<file path="config.mk">
export PLATFORM = sky130hd
export DESIGN_NAME = demux_1xn_stream
export DESIGN_NICKNAME = d
export VERILOG_FILES = /design/src/rtl/demux_pkg.sv /design/src/rtl/demux_ch_counter.sv /design/src/rtl/demux_1xn_stream.sv
export SDC_FILE = /design/constraint.sdc
export NUM_CORES = 1
export LEC_CHECK = 0
export ABC_AREA = 1
export CAP_MARGIN = 25
export CORE_MARGIN = 3
export CORE_UTILIZATION = 32
export DETAILED_ROUTE_END_ITERATION = 16
export GPL_TIMING_DRIVEN = 0
export PLACE_DENSITY = 0.73
export SYNTH_ARGS = -nofsm -noshare
export SYNTH_HDL_FRONTEND = slang
export SYNTH_HIERARCHICAL = 1
export SYNTH_SLANG_ARGS = --single-unit
</file>
<file path="constraint.sdc">
create_clock -name clk -period 1.2 [get_ports clk]
set_input_delay 0.36 -clock clk [delete_from_list [all_inputs] [get_ports clk]]
set_output_delay 0.36 -clock clk [all_outputs]
set_load 0.005 [all_outputs]
</file>
<file path="src/rtl/demux_pkg.sv">
// demux_pkg: shared state type, counter width and default sizing for the stream demux
package demux_pkg;
    typedef enum logic {EMPTY, FULL} state_t;
    localparam int DEMUX_CNT_W = 16;
    localparam int DEF_DATA_W = 8;
    localparam int DEF_NUM_CH = 8;
endpackage

</file>
<file path="src/rtl/demux_ch_counter.sv">
// demux_ch_counter: wrapping per-channel output-transfer counter
module demux_ch_counter
    import demux_pkg::*;
(
    input  logic                   clk,
    input  logic                   rst_n,
    input  logic                   inc,
    output logic [DEMUX_CNT_W-1:0] count
);
    // count transfers, wrapping naturally at the counter width
    always_ff @(posedge clk or negedge rst_n) begin
        if (!rst_n) count <= '0;
        else if (inc) count <= count + 1'b1;
    end
endmodule

</file>
<file path="src/rtl/demux_1xn_stream.sv">
// demux_1xn_stream: one-entry registered 1-to-N stream demux; DEMUX_STATS_EN adds per-channel transfer counters
module demux_1xn_stream
    import demux_pkg::*;
#(
    parameter int DATA_W = DEF_DATA_W,
    parameter int NUM_CH = DEF_NUM_CH,
    localparam int SEL_W = $clog2(NUM_CH)
) (
    input  logic              clk,
    input  logic              rst_n,
    input  logic              in_valid,
    output logic              in_ready,
    input  logic [DATA_W-1:0] in_data,
    input  logic [SEL_W-1:0]  in_sel,
    output logic [NUM_CH-1:0] out_valid,
    input  logic [NUM_CH-1:0] out_ready,
    output logic [DATA_W-1:0] out_data,
    output logic              err_drop
`ifdef DEMUX_STATS_EN
    ,
    output logic [NUM_CH-1:0][DEMUX_CNT_W-1:0] ch_count
`endif
);
    state_t            state;
    logic [DATA_W-1:0] hold_data;
    logic [SEL_W-1:0]  hold_sel;
    logic              in_xfer;
    logic              out_xfer;
    logic              legal;
    assign out_xfer  = (state == FULL) && out_ready[hold_sel];
    assign in_ready  = (state == EMPTY) || out_ready[hold_sel];
    assign in_xfer   = in_valid && in_ready;
    assign legal     = int'(in_sel) < NUM_CH;
    assign out_data  = hold_data;
    assign out_valid = (state == FULL) ? {{(NUM_CH-1){1'b0}}, 1'b1} << hold_sel : '0;
    // single-entry slot: a legal accepted beat always loads, otherwise a departing beat empties it
    always_ff @(posedge clk or negedge rst_n) begin
        if (!rst_n) begin
            state     <= EMPTY;
            hold_data <= '0;
            hold_sel  <= '0;
            err_drop  <= 1'b0;
        end else begin
            err_drop <= in_xfer && !legal;
            if (in_xfer && legal) begin
                state     <= FULL;
                hold_data <= in_data;
                hold_sel  <= in_sel;
            end else if (out_xfer) begin
                state <= EMPTY;
            end
        end
    end
`ifdef DEMUX_STATS_EN
    for (genvar i = 0; i < NUM_CH; i++) begin : g_cnt
        demux_ch_counter u_cnt (
            .clk   (clk),
            .rst_n (rst_n),
            .inc   (out_xfer && (hold_sel == SEL_W'(i))),
            .count (ch_count[i])
        );
    end
`endif
endmodule
</file>
Yosys cells after proc, flatten, opt, wreduce, memory -nomap -nowiden
Cells that the tools add are included.
W data, S select, Z words.
{"block": "totals", "reg_bits": 12, "wordCells": 15, "output_inout_bits": 18}
{"block": "op_classes", "muxes": 5, "bitwise": 1, "magnitude_cmp": 1, "shift": 1, "n_reduce_logical": 4}
{"operator": "$mux W8", "count": 1}
{"operator": "$shl A1 B3 Y8 const A", "count": 1}
{"operator": "$lt A3 B4 Y1 const B", "count": 1}
{"operator": "$bmux W1 S3", "count": 1}
{"operator": "$mux W1", "count": 3}
{"operator": "$logic_and A1 B1 Y1", "count": 2}
{"operator": "$reduce_bool A2 Y1", "count": 1}
{"operator": "$logic_or A1 B1 Y1", "count": 1}
{"operator": "$not A1 Y1", "count": 1}

Longest topological paths before layout
Gate-level depths: netlist of the first run.
{"block": "logic_depth", "ltp_word": 5, "ltp_mapped": 10}

Least setup slack after synthesis of the first run
Ideal clock, no wire load.
{"block": "synth_path", "kind": "register to output", "from": "reg hold_sel[1]", "to": "out in_ready", "t_required_ns": 0.840, "path_stages_with_launch": 6, "n_path_buf": 0, "path_slack_ns": -0.099, "arrival_time_ns": 0.939, "path_cell_list": "dfrtp_1 nand2_1 inv_2 nand2_1 nand3_1 and2_1"}
{"block": "synth_via", "elab_chain_len": 3}
{"item": "start: declaration", "line_no": "demux_1xn_stream.sv:26", "text": "logic [SEL_W-1:0] hold_sel;"}
{"item": "start signal: assignment", "line_no": "demux_1xn_stream.sv:48", "text": "hold_sel <= in_sel;"}
{"item": "$bmux W1 S3", "line_no": "demux_1xn_stream.sv:31", "text": "assign in_ready = (state == EMPTY) || out_ready[hold_sel];"}
{"item": "$mux W1 (implied by the code)", "line_no": "demux_1xn_stream.sv:31"}
{"item": "$logic_or A1 B1 Y1", "line_no": "demux_1xn_stream.sv:31"}
{"item": "end: declaration", "line_no": "demux_1xn_stream.sv:12", "text": "output logic in_ready,"}
No other way between the ends. The select of a mux whose other input is x is not followed.

Final worst setup path of the first run
{"block": "layout_path", "from": "in out_ready[5]", "to": "out in_ready"}
{"block": "layout_via", "elab_chain_len": 3}
{"item": "start: declaration", "line_no": "demux_1xn_stream.sv:16", "text": "input logic [NUM_CH-1:0] out_ready,"}
{"item": "$bmux W1 S3", "line_no": "demux_1xn_stream.sv:31"}
{"item": "$mux W1 (implied by the code)", "line_no": "demux_1xn_stream.sv:31"}
{"item": "$logic_or A1 B1 Y1", "line_no": "demux_1xn_stream.sv:31"}
No other way between the ends. The select of a mux whose other input is x is not followed.

==> impl_metrics.yaml, run 1 <==
sta:
  fmax_mhz: 577
  clock_skew_ps: 8.14
  tightest_slew_ps: 541
  slew_headroom_pct: 63.8
  timing.final.ws_setup_ps: -533
  setup-violations-final: 21
  hold_viol: 0
  rsz0062_at_grt: "true"
  period_share_pct: 144
  setup-tns-final_ps: -7030
  post-route-min-period_ps: 1730
  final_max_slew_viol_count: 0
setup_path:
  end_kind: "output port"
  cp_max_fo: 2
  r2r-end: "out_data[1]"
  critPathLaunchType: "input pin"
  regToRegStartpoint: "hold_sel[0]"
  required_ps: 840
  setup.worst_path.class: "input pin to output port"
  r2r_cells: 11
  critPathArrivalTime_ps: 1370
  reg2reg_slack_ps: -310
cts:
  htree_levels: 1
  worst_skew_pair.late_latency_ps: 270
  cts_hold_buf: 0
  cts_buffer_depth: 2
  cts-root-buf: "clkbuf_4"
  cts_buffers: 3
  cts_tree: "done"
  path_clk_slew_ps: 70
  cts_num_sinks: 12
power:
  p_leak_nw: 0.658
  powerDensity_nw_per_um2: 2400
  irDropWorstVdd_v: 0.00119
  finalPower_mw: 3.01
placement:
  dpl.hpwl_mm: 1.36
  place.gp.congestion: 0.753
  port_buffers: 38
  place_ws_ps: -923
final_layout:
  final_cell_mix: "nand2_1, clkdlybuf4s50_1, buf_2"
  drive_gt1_share_pct: 45.6
  layout_commonest_cell: "nand2_1"
  final_util_pct: 68.0
  area_growth_syn_to_layout_pct: 86.7
  antenna_cells: 0
  fin_nets: 173
drt:
  drc: 0
  highest_layer: "met4"
  vias: 794
  vias_per_cell: 4.56
  drt_first_pass_iters: 4
  first_iter_violations: 5
  route.met2.wl_mm: 1.09
  drt-wirelength-per-cell_um: 12.8
  wl_met1_um: 928
  antenna_left: 0
  wl_met3_um: 203
  wirelength_mm: 2.23
run:
  maxCapViolations: 0
floorplan:
  dieArea_um2: 2680
  io_pins: 40
  fp.dieW_um: 51.7
  core.rowCount: 15
  core_um2: 1840
  initial_utilization_pct: 36.4
  die-height_um: 51.7
yosys:
  netlist_area_um2: 669
  synth.distinct_cells: 14
  yosysTopAreaCell: "dfrtp_1"
  ys_seq_area_share_pct: 44.9
  synthCells: 93
  synth-seq-cells: 12
  yosys_warnings: 6
  avgSynthCellArea_um2: 7.20
  synth_top_cell_area_share_pct: 44.9
  synth_nets: 115
  yosys-top-cells-area: "dfrtp_1, nand2_1, nand4_1"
hold_path:
  hold_path.class: "input pin to asynchronous set/reset pin"
global_route:
  grt_pass1_vias: 816
  grt_usage_pct: 17.0
  grt_pass1_wl_mm: 3.46
  grt_overflow: 0
  antenna_found_initial: 0
  grt_max_degree: 13
status:
  violations: "negative setup slack"
  status: "finished, violations left"
[flip-flops by register name, summed over array words and instances (netlist names)]
register and flops:
hold_sel 3, state 1, out_data 8
[through the flow]
stage / area [um2] / hold slack [ps] / cells
floorplan: 679 / 64.4 / 93
global placement: 1090 / 454 / 156
detailed placement: 1090 / 460 / 156
CTS: 1210 / 465 / 172
global route: 1250 / 482 / 174
finish: 1250 / 443 / 174
[worst max-delay path by stage]
stage,from,to,slack (ps),depth (start not counted)
6_report,out_ready[5],in_ready,-530,7
5_1_grt,hold_sel[0],in_ready,-580,7
4_1_cts,hold_sel[1],in_ready,-500,7
3_5_place_dp,out_ready[5],in_ready,-920,7
3_3_place_gp,out_ready[5],in_ready,-920,7
2_1_floorplan,hold_sel[1],in_ready,-80,6
[cell usage after synthesis]
| cell type | n |
|---|---|
| buf_6 | 1 |
| nand3_1 | 4 |
| nand3_2 | 1 |
| inv_1 | 6 |
| clkbuf_1 | 1 |
| nand4_1 | 11 |
| nor2_1 | 11 |
| inv_2 | 3 |
| buf_4 | 3 |
| conb_1 | 1 |
| and2_1 | 1 |
| nand2_2 | 2 |
| nand2_1 | 36 |
| dfrtp_1 | 12 |
[power breakdown]
group | internal [mW] | total [mW] | leakage, nW | switching [mW]
Sequential | 0.612 | 0.788 | 0.144 | 0.177
Clock | 0.116 | 0.238 | 0.0138 | 0.122
Combinational | 1.02 | 1.98 | 0.500 | 0.964
Total | 1.74 | 3.01 | 0.658 | 1.26
[kinds of logic after synthesis]
| family | count (synthesis) | synth area share (%) |
|---|---|---|
| flops | 12 | 44.9 |
| buf+inv | 14 | 10.7 |
| simple gates | 66 | 43.9 |
| other cells | 1 | 0.560 |
[critical path, stage by stage]
cell and delay (ps):
clkdlybuf4s50_1 420, nand2_1 110, nand2_1 70, nand2_1 70
nand3_2 70, and2_4 170, buf_6 110
[routing by layer]
layer  vias to the layer above  track usage (%)
met4                         0             3.93
met3                         2             4.01
met5                         -                0
met1                       343             18.3
met2                        42             32.8
li1                        407                -
[cell type report]
cell class	count	area, um2
Fill cell	169	589
Buffer	5	41.3
Sequential cell	12	303
Multi-Input combinational cell	67	378
Timing Repair Buffer	53	435
Tap cell	25	31.3
Clock buffer	3	22.5
Inverter	9	38.8
[what timing repair did]
action                     CTS  global route
gates resized for setup     91            17
gates cloned                 2             0
pin swaps                   11            10
setup buffers               12             5
setup endpoints to repair   29            21
Note: power is estimated with default switching activity, not from simulation.
==> run 2, diff against run 1 <==
==> constraint.sdc (replaced) <==
create_clock -name clk -period 1.2 [get_ports clk]
set_input_delay 0.12 -clock clk [delete_from_list [all_inputs] [get_ports clk]]
set_output_delay 0.12 -clock clk [all_outputs]
set_load 0.005 [all_outputs]
==> impl_metrics.yaml, run 2 (synthesized netlist as in run 1, its figures left out) <==
sta:
  timing.final.ws_setup_ps: -294
  period_share_pct: 124
  fmax_mhz: 669
  final_max_slew_viol_count: 0
  post-route-min-period_ps: 1490
  rsz0062_at_grt: "true"
  slew_headroom_pct: 65.4
  hold_viol: 0
  setup-violations-final: 21
  clock_skew_ps: 2.63
  tightest_slew_ps: 518
setup_path:
  critPathLaunchType: "register"
  critPathArrivalTime_ps: 1370
  end_kind: "output port"
  setup.worst_path.class: "register to output port"
  cp_max_fo: 6
  required_ps: 1080
power:
  finalPower_mw: 2.94
  switching_power_mw: 1.17
  pwr-share-clk_pct: 10.6
  seq_power_share_pct: 26.6
  p_sw_share_pct: 39.8
  p_leak_nw: 0.657
  powerDensity_nw_per_um2: 2350
  irDropWorstVdd_v: 0.00148
  p_int_mw: 1.77
  combPwrFrac_pct: 62.8
cts:
  cts_num_sinks: 12
  cts_tree: "done"
  cts_buffer_depth: 2
  htree_levels: 1
  worst_skew_pair.late_latency_ps: 270
  cts-root-buf: "clkbuf_4"
  path_clk_slew_ps: 70
  cts_buffers: 3
  cts_hold_buf: 0
drt:
  drt_first_pass_iters: 4
  drc: 0
  vias: 785
  wirelength_mm: 2.09
  antenna_left: 0
  vias_per_cell: 4.54
  first_iter_violations: 8
  drt-wirelength-per-cell_um: 12.1
floorplan:
  die-height_um: 51.7
  fp.dieW_um: 51.7
  io_pins: 40
  core_um2: 1840
  dieArea_um2: 2680
  initial_utilization_pct: 36.4
  core.rowCount: 15
placement:
  dpl.hpwl_mm: 1.41
  place.gp.congestion: 0.721
  dp.cells: 156
  port_buffers: 38
global_route:
  grt_overflow: 0
  grt_pass1_wl_mm: 3.44
  grt_usage_pct: 17.1
  grt_pass1_vias: 793
  grt_max_degree: 13
  antenna_found_initial: 0
status:
  status: "finished, violations left"
  violations: "negative setup slack"
final_layout:
  multi_input_area_um2: 348
  register_area_um2: 303
  layout_commonest_cell: "nand2_1"
  final_util_pct: 67.9
  nFillCells: 178
  instances_no_fill: 173
  antenna_cells: 0
  drive_gt1_share_pct: 35.8
  final_cell_mix: "nand2_1, clkdlybuf4s50_1, nand4_1, buf_4, dfrtp_1"
  fin_nets: 171
  largest_reg_flops: 8
  area_growth_syn_to_layout_pct: 86.5
hold_path:
  hold_path.class: "input pin to asynchronous set/reset pin"
run:
  maxCapViolations: 0
-- run 2: what timing repair did --
action,CTS,global route
cloned,1,0
gates resized for setup,61,8
hold endpoints to repair,0,0
endpoints found under the setup margin,29,21
setup buffers,10,2
pin swaps,9,5
-- run 2: final cells by class --
| type | count | share of cell area, % |
|---|---|---|
| buffer | 5 | 3.61 |
| clock buffer | 4 | 2.91 |
| inverter | 9 | 3.11 |
| multi-input combinational | 67 | 27.9 |
| sequential | 12 | 24.2 |
| tap | 25 | 2.51 |
| timing repair buffer | 51 | 35.8 |
-- run 2: final timing paths --
kind	from	endpoint	slack [ps]	cells after the start
setup / recovery	hold_sel[1]	in_ready	-290	7
hold / removal	rst_n	out_data[5]	190	1
setup reg to reg	hold_sel[1]	hold_sel[2]	-230	10
hold reg to reg	out_data[5]	out_data[5]	470	2
max in group asynchronous	rst_n	hold_sel[1]	640	1
min in group clk	in_data[3]	out_data[3]	410	3
-- run 2: worst max-delay path, stage by stage (launching register included) --
cell     delay (ps)
dfrtp_2         450
inv_4            70
nand3_2          60
nand2_1          70
nor2_2          140
nand2_2          70
and2_4          140
buf_6           110
-- run 2: power by group through the flow --
| stage | Sequential (mW) | Combinational (mW) | Clock [mW] |
|---|---|---|---|
| finish | 0.781 | 1.85 | 0.312 |
| global placement | 0.749 | 1.41 | 0 |
| CTS | 0.768 | 1.75 | 0.321 |
| floorplan | 0.748 | 0.746 | 0 |
| detailed placement | 0.759 | 1.44 | 0 |
| global route | 0.808 | 2.06 | 0.350 |
-- run 2: through the flow --
stage / hold slack [ps] / TNS (ps) / worst slack (ps) / instance area, um2
floorplan: -176 / 0 / 9.93 / 674
global placement: 453 / -2700 / -450 / 1090
detailed placement: 462 / -3000 / -456 / 1090
CTS: 215 / -3250 / -251 / 1220
global route: 220 / -5780 / -362 / 1250
finish: 192 / -3890 / -294 / 1250
-- run 2: per-layer routing --
metal / vias to the layer above / routed length (um) / global-route usage, %
li1: 402 / - / -
met1: 337 / 846 / 18.5
met2: 44 / 1030 / 31.1
met3: 2 / 202 / 5.73
met4: 0 / 7 / 5.24
met5: - / 0 / 0
